## src/rtl/imem_boot_loader.sv

```systemverilog
// ============================================================================
// Module   : imem_boot_loader
// Purpose  : Boot-time loader turning a header-prefixed byte stream into
//            consecutive 32-bit instruction memory writes while stalling the
//            core. Optional trailing XOR checksum: IMEM_BOOT_LOADER_CHKSUM_EN.
// Revision : 1.0 - initial release
// ============================================================================
`default_nettype none

module imem_boot_loader #(
  parameter int unsigned DEPTH     = 256,
  parameter logic [31:0] BASE_ADDR = 32'h0,
  parameter bit          BOOT_SKIP = 1'b0
) (
  input  logic        clk,
  input  logic        rst,
  input  logic        load_req,
  input  logic [7:0]  in_data,
  input  logic        in_valid,
  output logic        in_ready,
  output logic [31:0] wr_addr0,
  output logic [31:0] wr_din0,
  output logic        we0,
  output logic        core_hold,
  output logic        load_done,
  output logic        load_err
);

  typedef enum logic [2:0] {
    S_IDLE  = 3'd0,
    S_HDR0  = 3'd1,
    S_HDR1  = 3'd2,
    S_DATA  = 3'd3,
    S_WRITE = 3'd4,
    S_DONE  = 3'd5,
    S_ERR   = 3'd6
`ifdef IMEM_BOOT_LOADER_CHKSUM_EN
    , S_CHK = 3'd7
`endif
  } state_t;

`ifdef IMEM_BOOT_LOADER_CHKSUM_EN
  localparam state_t S_END = S_CHK;
`else
  localparam state_t S_END = S_DONE;
`endif
  localparam state_t S_RESET = BOOT_SKIP ? S_DONE : S_IDLE;

  state_t      state_q, state_d;
  logic [15:0] count_q, count_d;
  logic [15:0] word_cnt_q, word_cnt_d;
  logic [1:0]  byte_cnt_q, byte_cnt_d;
  logic [23:0] shift_q, shift_d;
  logic [31:0] addr_q, addr_d;
  logic [31:0] din_q, din_d;
  logic [15:0] hdr_count;
  logic        xfer;

  assign xfer      = in_valid & in_ready;
  assign hdr_count = {in_data, count_q[7:0]};

  always_comb begin
    in_ready = 1'b0;
    case (state_q)
      S_HDR0, S_HDR1, S_DATA: in_ready = 1'b1;
`ifdef IMEM_BOOT_LOADER_CHKSUM_EN
      S_CHK:                  in_ready = 1'b1;
`endif
      default:                in_ready = 1'b0;
    endcase
  end

  assign we0       = (state_q == S_WRITE);
  assign core_hold = (state_q != S_DONE);
  assign load_done = (state_q == S_DONE);
  assign load_err  = (state_q == S_ERR);
  assign wr_addr0  = addr_q;
  assign wr_din0   = din_q;

`ifdef IMEM_BOOT_LOADER_CHKSUM_EN
  logic [7:0] chk_q, chk_d;
`endif

  always_comb begin
    state_d    = state_q;
    count_d    = count_q;
    word_cnt_d = word_cnt_q;
    byte_cnt_d = byte_cnt_q;
    shift_d    = shift_q;
    addr_d     = addr_q;
    din_d      = din_q;
`ifdef IMEM_BOOT_LOADER_CHKSUM_EN
    chk_d      = chk_q;
    if (xfer && state_q != S_CHK) chk_d = chk_q ^ in_data;
`endif
    case (state_q)
      S_IDLE, S_DONE, S_ERR: begin
        if (load_req) begin
          state_d    = S_HDR0;
          word_cnt_d = 16'd0;
          byte_cnt_d = 2'd0;
          addr_d     = BASE_ADDR;
`ifdef IMEM_BOOT_LOADER_CHKSUM_EN
          chk_d      = 8'd0;
`endif
        end
      end
      S_HDR0: begin
        if (xfer) begin
          count_d[7:0] = in_data;
          state_d      = S_HDR1;
        end
      end
      S_HDR1: begin
        if (xfer) begin
          count_d = hdr_count;
          if ({16'd0, hdr_count} > 32'(DEPTH)) state_d = S_ERR;
          else if (hdr_count == 16'd0)         state_d = S_END;
          else                                 state_d = S_DATA;
        end
      end
      S_DATA: begin
        if (xfer) begin
          byte_cnt_d = byte_cnt_q + 2'd1;
          // Shift right so the first byte of the word lands in [7:0].
          if (byte_cnt_q == 2'd3) begin
            din_d   = {in_data, shift_q};
            state_d = S_WRITE;
          end else begin
            shift_d = {in_data, shift_q[23:8]};
          end
        end
      end
      S_WRITE: begin
        addr_d     = addr_q + 32'd4;
        word_cnt_d = word_cnt_q + 16'd1;
        state_d    = (word_cnt_q + 16'd1 == count_q) ? S_END : S_DATA;
      end
`ifdef IMEM_BOOT_LOADER_CHKSUM_EN
      S_CHK: begin
        if (xfer) state_d = (in_data == chk_q) ? S_DONE : S_ERR;
      end
`endif
      default: state_d = S_IDLE;
    endcase
  end

  always_ff @(posedge clk) begin
    if (rst) begin
      state_q    <= S_RESET;
      count_q    <= 16'd0;
      word_cnt_q <= 16'd0;
      byte_cnt_q <= 2'd0;
      shift_q    <= 24'd0;
      addr_q     <= BASE_ADDR;
      din_q      <= 32'd0;
    end else begin
      state_q    <= state_d;
      count_q    <= count_d;
      word_cnt_q <= word_cnt_d;
      byte_cnt_q <= byte_cnt_d;
      shift_q    <= shift_d;
      addr_q     <= addr_d;
      din_q      <= din_d;
    end
  end

`ifdef IMEM_BOOT_LOADER_CHKSUM_EN
  always_ff @(posedge clk) begin
    if (rst) chk_q <= 8'd0;
    else     chk_q <= chk_d;
  end
`endif

endmodule

`default_nettype wire

```

## config.mk

```make
export PLATFORM = sky130hd
export DESIGN_NAME = imem_boot_loader
export DESIGN_NICKNAME = d
export VERILOG_FILES = /design/src/rtl/imem_boot_loader.sv
export SDC_FILE = /design/constraint.sdc
export NUM_CORES = 1
export LEC_CHECK = 0
export ABC_AREA = 1
export BUFFER_PORTS_ARGS = -buffer_cell sky130_fd_sc_hd__buf_2
export CAP_MARGIN = 10
export CORE_ASPECT_RATIO = 1.2
export CORE_MARGIN = 2
export CORE_UTILIZATION = 57
export DETAILED_ROUTE_END_ITERATION = 7
export PLACE_DENSITY = 0.78
export SETUP_SLACK_MARGIN = 0.5
export SLEW_MARGIN = 0
export SYNTH_ARGS = -nofsm -noshare
export SYNTH_HDL_FRONTEND = slang
export SYNTH_SLANG_ARGS = --single-unit
```

## constraint.sdc

```tcl
create_clock -name clk -period 2.1 [get_ports clk]
set_clock_uncertainty 0.1 [all_clocks]
set_input_delay 0.105 -clock clk [delete_from_list [all_inputs] [get_ports clk]]
set_output_delay 0.105 -clock clk [all_outputs]
set_load 0.01 [all_outputs]
```

==> flow_metrics.py <==
metrics = {
    "die": {
        "die_x_um": 96.5,
        "ios": 81,
        "fp-row-count": 40,
        "core-area_mm2": 0.0100,
        "start_util_pct": 58.4,
        "die_h_um": 115,
        "dieArea_mm2": 0.0111,
    },
    "worst_setup_path": {
        "crit_start": "word_cnt_q[1]",
        "slowest_delay_ps": 380,
        "crit_arrival_ps": 2500,
        "path_delay_family": "simple AND/OR/NAND/NOR gates",
        "required_ps": 2300,
        "crit_type": "reg2reg",
        "worstPathCellList": "ha_4 -> nand2_2 -> nor2_4 -> nand2_2 -> nand2_2 -> nand2_1 -> nand2_1 -> nand2_1 -> nor2_1 -> nand2_1 -> nor2_2 -> nand2_1 -> nand2_1 -> nand2_1 -> nand2_1 -> a21oi_1",
        "r2r-end": "state_q[1]",
        "worst_path_most_repeated_cell": "nand2_1",
        "cp-end-kind": "register",
        "critPathSlowestCell": "dfxtp_4",
        "critPathBufInv": 0,
        "worst-r2r-cell-count": 16,
        "startpoint_type": "register",
        "reg2reg_slack_ps": -200,
        "cp_max_fo": 5,
        "crit_end": "state_q[1]",
        "cp_num_cells": 16,
        "r2r-start": "word_cnt_q[1]",
    },
    "pwr": {
        "vdd_drop_max_mv": 0.723,
        "p_leak_nw": 3.75,
        "p_per_area_mw_per_mm2": 878,
    },
    "logic_synthesis": {
        "synth.top_cell.area_share_pct": 42.1,
        "ys_seq_area_share_pct": 42.1,
        "yosysWarningCount": 0,
        "synth_cells": 839,
        "synth_top_area_cell": "dfxtp_1",
        "syn_area_mm2": 0.00585,
        "synthFlopType": "dfxtp_1",
        "synth_seq_cells": 123,
        "async_flop_share_pct": 0,
        "synth_edf_count": 0,
        "yosys-top-cells-area": "dfxtp_1 42%, nor2_1 11%, nand2_1 9.4%",
        "synth_most_common_cell": "nor2_1",
        "ys_top_cells_by_count": "167 x nor2_1, 147 x nand2_1, 123 x dfxtp_1, 88 x o21ai_0, 64 x inv_1",
        "yosys.cell_types.count": 47,
        "synth.avg_cell_area_um2": 6.97,
    },
    "grt": {
        "grt.total_usage_pct": 31.7,
        "grt_pass1_vias": 5936,
        "grt_max_degree": 83,
        "overflow": 0,
        "grt_first_pass_wirelength_um": 27400,
        "antenna_found_initial": 0,
    },
    "run_status": {
        "status": "finished, violations left",
        "violations": "design-rule violations, negative setup slack",
    },
    "timing": {
        "max_freq_mhz": 435,
        "slew_viol_final": 0,
        "fin_crit_ps": 2300,
        "setup_ws_ps": -198,
        "tightest_slew_ps": 642,
        "max_slew_margin_pct": 56.8,
        "setup_viol": 12,
        "rsz0062_at_grt": "true",
        "hold_viol_final": 0,
        "period_share_pct": 109,
    },
    "clocking": {
        "htree_levels": 4,
        "clkSinkCount": 123,
        "cts.clk_slew.worst_paths_ps": 60,
        "worst_skew_pair.late_latency_ps": 440,
        "clk_path_buf_depth": 2,
        "cts_made_buffers": 17,
        "cts_tree": "done",
        "cts_root_buf": "clkbuf_16",
    },
    "detailed_routing": {
        "totalWireLength_um": 26300,
        "wl_per_cell_um": 22.8,
        "drt_iter0_drc": 1343,
        "vias": 7488,
        "ant_nets": 0,
        "dr.pass1.iters": 8,
        "viasPerCell": 6.50,
        "drc": 9,
    },
    "cells_and_area": {
        "design_area_mm2": 0.00890,
        "drive_gt1_share_pct": 39.1,
        "syn_to_final_growth_pct": 52.2,
        "finalNetCount": 1028,
        "fillers": 431,
        "num_antenna_cells": 0,
        "multi_input_area_mm2": 0.00377,
        "stdcell_count": 1152,
        "regArea_mm2": 0.00252,
    },
    "min_path": {
        "hp-class": "in2reg",
    },
    "place": {
        "dp_hpwl_um": 10800,
        "dpl.cell_count": 1030,
        "portBuffers": 78,
        "place_area_mm2": 0.00653,
        "globalplace.congestion": 0.937,
    },
    "flow_run": {
        "max-cap-violations": 0,
    },
}
-- worst register-to-register path, cell delays in order (launching register included) --
cell and delay [ps]:
dfxtp_4 380, ha_4 170, nand2_2 70, nor2_4 200, nand2_2 100, nand2_2 110, nand2_1 70, nand2_1 100
nand2_1 100, nor2_1 150, nand2_1 100, nor2_2 150, nand2_1 80, nand2_1 70, nand2_1 60, nand2_1 80
a21oi_1 90
-- worst min path at each step --
stage / start / endpoint / slack, ps / cells past startpoint
final: load_req / wr_addr0[4] / 280 / 6
after global routing: load_req / wr_addr0[4] / 250 / 6
after CTS: load_req / wr_addr0[10] / 40 / 4
after detailed placement: in_data[0] / count_q[0] / 350 / 3
after global placement: in_data[2] / count_q[10] / 340 / 3
after floorplan: in_data[2] / count_q[10] / 140 / 2
-- what timing repair did --
item | 4_1_cts | 5_1_grt
gates resized for setup | 75 | 231
hold endpoints to repair | 42 | 0
pin swaps | 17 | 79
hold buffers | 10 | 0
setup endpoints to repair | 58 | 126
cloned | 0 | 8
setup buffers | 30 | 42
-- kinds of logic (layout without fill, tap and decap cells) --
logic type | Yosys count | in the layout | share of synthesized area [%]
XOR/XNOR | 9 | 9 | 1.82
flip-flops | 123 | 123 | 42.1
other | 1 | 2 | 0.0641
buffers and inverters | 105 | 291 | 7.04
adder cells (fa/ha/maj) | 3 | 3 | 0.642
AO/OA/AOI/OAI | 173 | 173 | 16.1
AND/OR/NAND/NOR | 425 | 425 | 32.3
-- stage by stage --
stage	util (%)	hold WS (ps)	power (mW)	TNS, ps	setup slack (ps)
6_report	88.9	282	7.82	-1260	-198
5_1_grt	88.9	253	7.91	-1950	-289
4_1_cts	76.5	41.8	6.58	0	132
3_5_place_dp	65.3	351	3.70	0	121
3_3_place_gp	65.3	343	3.67	0	161
2_1_floorplan	-	140	3.35	0	281
-- power by group --
| group | internal (mW) | leakage [nW] | total [mW] | switching, mW |
|---|---|---|---|---|
| Sequential | 2.46 | 1.01 | 2.60 | 0.141 |
| Combinational | 0.940 | 2.47 | 2.33 | 1.39 |
| Clock | 1.65 | 0.274 | 2.88 | 1.23 |
| Total | 5.05 | 3.75 | 7.82 | 2.77 |
-- layout by cell type, fill, tap and decap left out, types with 10 or more instances in the layout --
cell	count
a21oi_2	11
nand2_1	119
nand3_1	32
o21ai_2	13
nand2_2	24
dfxtp_2	15
buf_4	51
nand2_4	11
nand4_1	20
dfxtp_1	97
inv_1	51
a21oi_1	42
o21ai_0	51
buf_6	29
nor2_4	39
inv_2	15
o21ai_1	27
clkbuf_16	24
nor2_1	133
buf_2	78
dfxtp_4	11
dlygate4sd3_1	10
-- registers in the layout, summed over array words and instances (netlist names) --
name and count:
shift_q 24, byte_cnt_q 2, wr_din0 32, count_q 16
word_cnt_q 16, wr_addr0 30, state_q 3
-- layout make-up --
type / instances / share of cell area [%]
clock buffer: 18 / 4.82
multi-input combinational: 612 / 42.4
inverter: 73 / 3.43
tap: 126 / 1.77
sequential: 123 / 28.3
timing repair buffer: 186 / 17.8
clock inverter: 14 / 1.49
-- routing by layer --
layer  GRT usage [%]  part of all wire [%]  vias to the layer above
met5               0                     0                        -
met4            15.1                    11                        0
met3            8.65                    12                      300
met2            55.4                    46                      725
met1            35.2                    32                     3342
li1                -                     -                     3121
(Power assumes the default switching activity.)
